**src/rtl/memory_stage.sv**
```systemverilog
// Memory stage of the five-stage MIPS pipeline: waits for data-memory responses,
// aligns/extends load data, feeds bypass and writeback, and drops responses orphaned by flushes.

package memory_stage_pkg;

    typedef struct packed {
        logic        ex;
        logic [4:0]  excode;
        logic        bd;
        logic [31:0] badvaddr;
    } exception_t;

    typedef struct packed {
        logic [31:0] pc;
        logic [4:0]  dest;
        logic [3:0]  rf_we;
        logic [31:0] result;
        logic        mem_load;
        logic        mem_req;
        logic [2:0]  load_type;
        logic [2:0]  c0_op;
        logic [7:0]  c0_addr;
        logic [2:0]  tlb_op;
        logic [4:0]  cache_op;
        logic [31:0] phy_addr;
        exception_t  exception;
    } es_to_ms_bus_t;

    typedef struct packed {
        logic [31:0] pc;
        logic [4:0]  dest;
        logic [3:0]  rf_we;
        logic [31:0] result;
        logic [2:0]  c0_op;
        logic [7:0]  c0_addr;
        logic [2:0]  tlb_op;
        logic [4:0]  cache_op;
        logic [31:0] phy_addr;
        exception_t  exception;
    } ms_to_ws_bus_t;

endpackage

module memory_stage_chk (
    input logic       clk,
    input logic       reset,
    input logic [1:0] discard_cnt
);
    // the discard counter must never reach its saturation value
    assert property (@(posedge clk) disable iff (reset) discard_cnt != 2'd3)
        else $error("discard counter saturated");
endmodule

module memory_stage
    import memory_stage_pkg::*;
(
    input  logic          clk,
    input  logic          reset,
    input  logic          es_to_valid,
    output logic          ms_allowin,
    input  es_to_ms_bus_t es_to_ms_bus,
    output logic          ms_to_ws_valid,
    input  logic          ws_allowin,
    output ms_to_ws_bus_t ms_to_ws_bus,
    input  logic          data_ok,
    input  logic [31:0]   rdata,
    input  logic          pipeline_flush,
    output logic [4:0]    ms_dest,
    output logic [31:0]   ms_result,
    output logic          ms_load_pending,
    output logic          ms_ex_eret
);

    localparam logic [2:0] LT_LW  = 3'd0;
    localparam logic [2:0] LT_LB  = 3'd1;
    localparam logic [2:0] LT_LBU = 3'd2;
    localparam logic [2:0] LT_LH  = 3'd3;
    localparam logic [2:0] LT_LHU = 3'd4;
    localparam logic [2:0] LT_LWL = 3'd5;
    localparam logic [2:0] LT_LWR = 3'd6;

    logic          ms_valid_q, ms_valid_d;
    es_to_ms_bus_t bus_q, bus_d;
    logic          resp_got_q, resp_got_d;
    logic [31:0]   resp_data_q, resp_data_d;
    logic [1:0]    discard_cnt_q, discard_cnt_d;

    logic          need_resp_s, resp_avail_s, ms_ready_go_s, capture_s;
    logic [1:0]    flush_inc_s;
    logic [2:0]    cnt_sum_s;
    logic [31:0]   load_data_s, final_result_s;
    logic [3:0]    final_we_s;
    logic [7:0]    byte_s;
    logic [15:0]   half_s;

    // handshake with execute and writeback
    always_comb begin
        need_resp_s    = bus_q.mem_req & ~bus_q.exception.ex;
        resp_avail_s   = resp_got_q | (data_ok & (discard_cnt_q == 2'd0));
        ms_ready_go_s  = ~need_resp_s | resp_avail_s;
        ms_allowin     = ~ms_valid_q | (ms_ready_go_s & ws_allowin);
        ms_to_ws_valid = ms_valid_q & ms_ready_go_s;
    end

    // next-state for valid, bus, response buffer and discard counter
    always_comb begin
        ms_valid_d  = ms_valid_q;
        bus_d       = bus_q;
        resp_got_d  = resp_got_q;
        resp_data_d = resp_data_q;
        capture_s   = data_ok & (discard_cnt_q == 2'd0) & ms_valid_q & need_resp_s
                    & ~resp_got_q & ~ws_allowin;

        if (pipeline_flush) begin
            ms_valid_d = 1'b0;
        end else if (ms_allowin) begin
            ms_valid_d = es_to_valid;
        end else begin
            ms_valid_d = ms_valid_q;
        end

        if (es_to_valid & ms_allowin) begin
            bus_d = es_to_ms_bus;
        end else begin
            bus_d = bus_q;
        end

        if (pipeline_flush | (ms_to_ws_valid & ws_allowin)) begin
            resp_got_d = 1'b0;
        end else if (capture_s) begin
            resp_got_d  = 1'b1;
            resp_data_d = rdata;
        end else begin
            resp_got_d = resp_got_q;
        end

        // requests that will never be consumed once the flush lands
        if (pipeline_flush) begin
            flush_inc_s = {1'b0, ms_valid_q & need_resp_s & ~resp_avail_s}
                        + {1'b0, es_to_valid & ms_allowin & es_to_ms_bus.mem_req};
        end else begin
            flush_inc_s = 2'd0;
        end
        cnt_sum_s = {1'b0, discard_cnt_q} + {1'b0, flush_inc_s}
                  - {2'd0, data_ok & (discard_cnt_q != 2'd0)};
        if (cnt_sum_s > 3'd3) begin
            discard_cnt_d = 2'd3;
        end else begin
            discard_cnt_d = cnt_sum_s[1:0];
        end
    end

    // load data selection, alignment and extension
    always_comb begin
        load_data_s    = resp_got_q ? resp_data_q : rdata;
        half_s         = bus_q.result[1] ? load_data_s[31:16] : load_data_s[15:0];
        final_result_s = bus_q.result;
        final_we_s     = bus_q.rf_we;
        case (bus_q.result[1:0])
            2'd0:    byte_s = load_data_s[7:0];
            2'd1:    byte_s = load_data_s[15:8];
            2'd2:    byte_s = load_data_s[23:16];
            2'd3:    byte_s = load_data_s[31:24];
            default: byte_s = 8'd0;
        endcase
        if (bus_q.mem_load & ~bus_q.exception.ex) begin
            case (bus_q.load_type)
                LT_LW:   final_result_s = load_data_s;
                LT_LB:   final_result_s = {{24{byte_s[7]}}, byte_s};
                LT_LBU:  final_result_s = {24'd0, byte_s};
                LT_LH:   final_result_s = {{16{half_s[15]}}, half_s};
                LT_LHU:  final_result_s = {16'd0, half_s};
                LT_LWL: begin
                    case (bus_q.result[1:0])
                        2'd0:    begin final_result_s = {load_data_s[7:0], 24'd0};  final_we_s = 4'b1000; end
                        2'd1:    begin final_result_s = {load_data_s[15:0], 16'd0}; final_we_s = 4'b1100; end
                        2'd2:    begin final_result_s = {load_data_s[23:0], 8'd0};  final_we_s = 4'b1110; end
                        default: begin final_result_s = load_data_s;                final_we_s = 4'b1111; end
                    endcase
                end
                LT_LWR: begin
                    case (bus_q.result[1:0])
                        2'd0:    begin final_result_s = load_data_s;                 final_we_s = 4'b1111; end
                        2'd1:    begin final_result_s = {8'd0, load_data_s[31:8]};   final_we_s = 4'b0111; end
                        2'd2:    begin final_result_s = {16'd0, load_data_s[31:16]}; final_we_s = 4'b0011; end
                        default: begin final_result_s = {24'd0, load_data_s[31:24]}; final_we_s = 4'b0001; end
                    endcase
                end
                default: final_result_s = bus_q.result;
            endcase
        end else begin
            final_result_s = bus_q.result;
        end
    end

    // outputs to writeback and the bypass network
    always_comb begin
        ms_to_ws_bus.pc        = bus_q.pc;
        ms_to_ws_bus.dest      = bus_q.dest;
        ms_to_ws_bus.rf_we     = final_we_s;
        ms_to_ws_bus.result    = final_result_s;
        ms_to_ws_bus.c0_op     = bus_q.c0_op;
        ms_to_ws_bus.c0_addr   = bus_q.c0_addr;
        ms_to_ws_bus.tlb_op    = bus_q.tlb_op;
        ms_to_ws_bus.cache_op  = bus_q.cache_op;
        ms_to_ws_bus.phy_addr  = bus_q.phy_addr;
        ms_to_ws_bus.exception = bus_q.exception;
        ms_dest         = ms_valid_q ? bus_q.dest : 5'd0;
        ms_result       = final_result_s;
        ms_load_pending = ms_valid_q & bus_q.mem_load & ~resp_avail_s;
        ms_ex_eret      = ms_valid_q & (bus_q.exception.ex | bus_q.c0_op[0]);
    end

    // state registers
    always_ff @(posedge clk) begin
        if (reset) begin
            ms_valid_q    <= 1'b0;
            bus_q         <= '0;
            resp_got_q    <= 1'b0;
            resp_data_q   <= 32'd0;
            discard_cnt_q <= 2'd0;
        end else begin
            ms_valid_q    <= ms_valid_d;
            bus_q         <= bus_d;
            resp_got_q    <= resp_got_d;
            resp_data_q   <= resp_data_d;
            discard_cnt_q <= discard_cnt_d;
        end
    end

    memory_stage_chk u_chk (
        .clk         (clk),
        .reset       (reset),
        .discard_cnt (discard_cnt_q)
    );

endmodule

```
**config.mk**
```make
export PLATFORM = sky130hd
export DESIGN_NAME = memory_stage
export DESIGN_NICKNAME = d
export VERILOG_FILES = /design/src/rtl/memory_stage.sv
export SDC_FILE = /design/constraint.sdc
export NUM_CORES = 1
export LEC_CHECK = 0
export CAP_MARGIN = 30
export CORE_ASPECT_RATIO = 0.6
export CORE_MARGIN = 2
export CORE_UTILIZATION = 49
export CTS_BUF_LIST = sky130_fd_sc_hd__clkbuf_4
export CTS_CLUSTER_SIZE = 40
export DETAILED_ROUTE_END_ITERATION = 7
export GPL_ROUTABILITY_DRIVEN = 1
export PLACE_DENSITY = 0.85
export SKIP_CTS_REPAIR_TIMING = 1
export SYNTH_ARGS = -nofsm -noshare
export SYNTH_HDL_FRONTEND = slang
export SYNTH_SLANG_ARGS = --single-unit
```
**constraint.sdc**
```tcl
create_clock -name clk -period 8.7 [get_ports clk]
set_input_delay 1.305 -clock clk [delete_from_list [all_inputs] [get_ports clk]]
set_output_delay 1.305 -clock clk [all_outputs]
set_load 0.05 [all_outputs]
```
==> Yosys cells after proc, flatten, opt, wreduce, memory -nomap -nowiden <==
Index checks and enable logic that the tools add are counted.
{ "word_totals": {"inputBits": 206, "out_inout_bits": 204, "regBits": 204} }
{ "op_classes": {"reduce_logical": 7, "add_sub_neg": 3, "bitwise": 30, "muxes": 14, "eq_ne": 9, "magnitude_cmp": 1} }
{ "op_table": {"columns": ["operator", "count"], "rows": [
  ["32-bit one-hot mux with 7 select lines", 1],
  ["32-bit one-hot mux with 3 select lines", 2],
  ["32-bit two-way mux", 2],
  ["8-bit one-hot mux with 4 select lines", 1],
  ["1-bit bitwise AND", 18],
  ["16-bit two-way mux", 1],
  ["4-bit one-hot mux with 3 select lines", 1],
  ["3-bit equality test, second input constant", 3],
  ["3-bit one-hot mux with 3 select lines", 1],
  ["4-bit one-hot mux with 2 select lines", 1],
  ["1-bit inverter", 7],
  ["3-bit by 2-bit equality test with 1-bit output, second input constant", 2],
  ["5-bit two-way mux", 1],
  ["1-bit OR", 5],
  ["2-bit equality test, second input constant", 2],
  ["2-bit logical NOT", 2],
  ["2-bit two-way mux", 2],
  ["4-bit two-way mux", 1],
  ["2-bit OR reduction", 2],
  ["2-bit by 2-bit adder with 3-bit output", 1],
  ["3-bit by 1-bit equality test with 1-bit output, second input constant", 1],
  ["3-bit by 2-bit greater-than comparator with 1-bit output, second input constant", 1],
  ["3-bit logical NOT", 1],
  ["3-bit by 1-bit subtractor with 3-bit output", 1],
  ["other kinds (4)", 4]
]} }

==> Depth between registers and ports, before layout <==
{ "depth": {"word_depth": 14, "ltp_mapped": 18, "ltp_nobuf": 14} }

==> Least setup slack after synthesis <==
Ideal clock, no wire load.
{ "synth_path": {"kind": "input to output", "from": "in rdata[23]", "to": "out ms_to_ws_bus[112] in the netlist's numbering", "n_path_buf": 1, "path_stages": 6, "slack_ps": 3906, "required_ps": 7395, "arrival_ps": 3489, "cell_sequence": "mux2i_1 -> mux4_2 -> nor3_2 -> nor2_1 -> a41oi_1 -> buf_4"} }
{ "synth_between": {"elab_chain_len": 4} }
{ "synth_rtl": {"columns": ["element", "line", "source"], "rows": [
  ["from (decl)", "66", "input logic [31:0] rdata,"],
  ["32-bit two-way mux", "155", "load_data_s = resp_got_q ? resp_data_q : rdata;"],
  ["8-bit one-hot mux with 4 select lines", "159", "case (bus_q.result[1:0])"],
  ["32-bit one-hot mux with 7 select lines", "167", "case (bus_q.load_type)"],
  ["32-bit two-way mux", "166", "if (bus_q.mem_load & ~bus_q.exception.ex) begin"],
  ["to (decl)", "64", "output ms_to_ws_bus_t ms_to_ws_bus,"]
]} }
No other way between the ends.

==> results by group <==
Clock network
  – Max clock buf depth: 3
  – Clock-pin slew on the worst setup and hold paths: 0.06 ns
  – Clock sink count: 204
  – TritonCTS clock tree: yes
  – H-tree depth: 2
  – Worst-Skew Late Latency: 0.70 ns
  – CTS Root Cell: clkbuf_4
  – Total clock buffers created by CTS: 48

Timing
  – Fin. max-slew vios: 0
  – Setup TNS Final: 0 ns
  – Final worst path period share: 65.74%
  – Setup violators final: 0
  – Slew headroom: 38.85%
  – RSZ-0062 raised after global routing: false
  – Worst hold slack: 0.4539 ns
  – Layout Skew: 0.06006 ns
  – Final Hold Fails: 0
  – Final min period: 5.719 ns
  – Slew @ Worst Pin: 0.9172 ns
  – Max Clk Rate: 0.1748 GHz

Worst setup path
  – Worst Path Required: 7.39 ns
  – WS Path Type: in -> out
  – CP max FO: 8
  – Worst setup EP type: output port
  – Critical Path Start Type: input port
  – Worst EP arrival: 4.41 ns

Drt
  – Antenna violation net count after detailed routing: 0
  – DRC viols: 0
  – Final wirelength: 32.16 mm
  – Drt first-iter violations: 620
  – Vias: 9063
  – DR vias/cell: 5.266
  – Routed len/inst: 18.69 µm
  – DR pass1 iterations: 8

Global route
  – Vias in the first global route: 8766
  – GRT Util Overall: 26.98%
  – Largest net degree at the start of global routing: 123
  – First-pass GRT wire length: 48.89 mm
  – Global route overflow: 0
  – Initial antenna violation count: 1

Yosys
  – Area fraction of the dominant cell type after synthesis: 38.74%
  – Most area-consuming cells after synthesis: dfxtp_1 39%, mux2i_1 20%, buf_4 12%, nor2_1 7.8%, nand2_1 2.9%
  – Synth Flop Type: dfxtp_1
  – EDFF count, synth: 0
  – Syn nets: 1387
  – Most frequent cell after synthesis: nor2_1
  – Synthesized netlist cell count: 1176
  – Yosys warnings: 0
  – Synthesized area: 0.01054 mm²
  – Register bit total from synthesis: 204
  – Register area share after synthesis: 38.74%
  – Mean post-synth cell area: 8.965 µm²
  – Netlist cell types: 52
  – Leading area contributor after synthesis: dfxtp_1
  – Post-synth top cells: 218 x nor2_1, 206 x mux2i_1, 204 x dfxtp_1, 166 x buf_4, 81 x nand2_1
  – Synth async-reset ratio: 0%

Placed design
  – Hpwl dp: 23.94 mm
  – GP Congestion: 0.9596
  – Port bufs: 409
  – Placed instance area: 0.01349 mm²

Finish
  – Layout area overhead: 33.75%
  – Post-route cell area: 0.01410 mm²
  – Layout net count: 1619
  – Post-layout util: 66.88%
  – Fraction of layout instances using a drive strength above 1: 7.351%
  – # diodes: 0

Hold path
  – Min-delay worst type: reg -> reg

Die
  – Initial Utilization: 50.00%
  – Die Height: 117.6 µm
  – # IOs: 410
  – Area of the core: 0.02108 mm²
  – Cell Rows: 41
  – Die width: 193.4 µm
  – Die area: 0.02274 mm²

Power and ir drop
  – Pwr Density: 181.5 mW/mm²
  – Worst vdd ir: 0.0001295 V
  – Design Power: 0.002559 W
  – Pleak: 5.548 nW

Flow run
  – Max Cap Violations: 0

Outcome
  – Status: finished clean
## area by class of cell
cell class	instances	area (µm²)
fill	1680	6983
clock inverter	15	62.56
inverter	7	26.28
clock buffer	69	518.0
timing repair buffer	419	4230
sequential	204	4085
tap	279	349.1
multi-input combinational	728	4830
## sequential cells by signal, summed over array words and instances, names as in the netlist
signal         flops
ms_to_ws_bus     127
bus_q             41
resp_data_q       32
discard_cnt_q      2
ms_valid_q         1
resp_got_q         1
## routing by layer
| layer | vias to the layer above | GRT usage [%] | part of all wire [%] |
|---|---|---|---|
| met5 | - | 0 | 0.050 |
| met4 | 2 | 8.588 | 2.3 |
| met3 | 58 | 11.72 | 12 |
| met2 | 444 | 42.75 | 46 |
| met1 | 4198 | 33.00 | 40 |
| li1 | 4361 | - | - |
## worst paths after layout
kind                                        from                 to  slack [ns]  cells after the start
worst max-delay path                   rdata[23]  ms_to_ws_bus[112]        2.98                      7
worst min-delay path             resp_data_q[13]    resp_data_q[13]        0.45                      2
worst max register to register  discard_cnt_q[1]         bus_q[113]        5.42                      7
worst min register to register   resp_data_q[13]    resp_data_q[13]        0.45                      2
## cell usage in the layout, fill, tap and decap left out, types with 8 or more instances in the layout
| cell | count |
|---|---|
| clkbuf_4 | 69 |
| nor2_1 | 218 |
| a31oi_1 | 15 |
| o22a_1 | 22 |
| mux2i_1 | 206 |
| a21oi_1 | 45 |
| o22ai_1 | 24 |
| nand2b_1 | 12 |
| o21ai_0 | 12 |
| clkdlybuf4s50_1 | 408 |
| nand2_1 | 81 |
| o221ai_1 | 10 |
| dfxtp_1 | 203 |
| clkinv_1 | 11 |
| and2_1 | 8 |
## stage by stage
step / setup slack [ns] / cells
finish: 2.981 / 1721
global route: 2.917 / 1721
CTS: 3.076 / 1720
detailed placement: 3.077 / 1636
global placement: 3.100 / 1634
floorplan: 3.906 / 1176
## worst max-delay path, cell delays in order
cell             delay (ns)
clkdlybuf4s50_1        0.51
mux2i_1                0.22
mux4_2                 0.58
nor3_2                 0.35
nor2_1                 0.23
a41oi_1                0.33
clkdlybuf4s50_1        0.88
## power by group
group / switching [W] / internal [W]
sequential: 0.0000355 / 0.000988
combinational: 0.000470 / 0.000309
clock: 0.000391 / 0.000365
total: 0.000897 / 0.00166
## cell families after synthesis
| family | count (synthesis) | share of synthesized area (%) |
|---|---|---|
| buf+inv | 244 | 15.76 |
| fa+ha+maj | 5 | 0.6646 |
| compound gates | 165 | 10.73 |
| mux | 212 | 20.31 |
| xor+xnor | 1 | 0.08309 |
| flops | 204 | 38.74 |
| simple gates | 345 | 13.72 |
(Power assumes the default switching activity.)
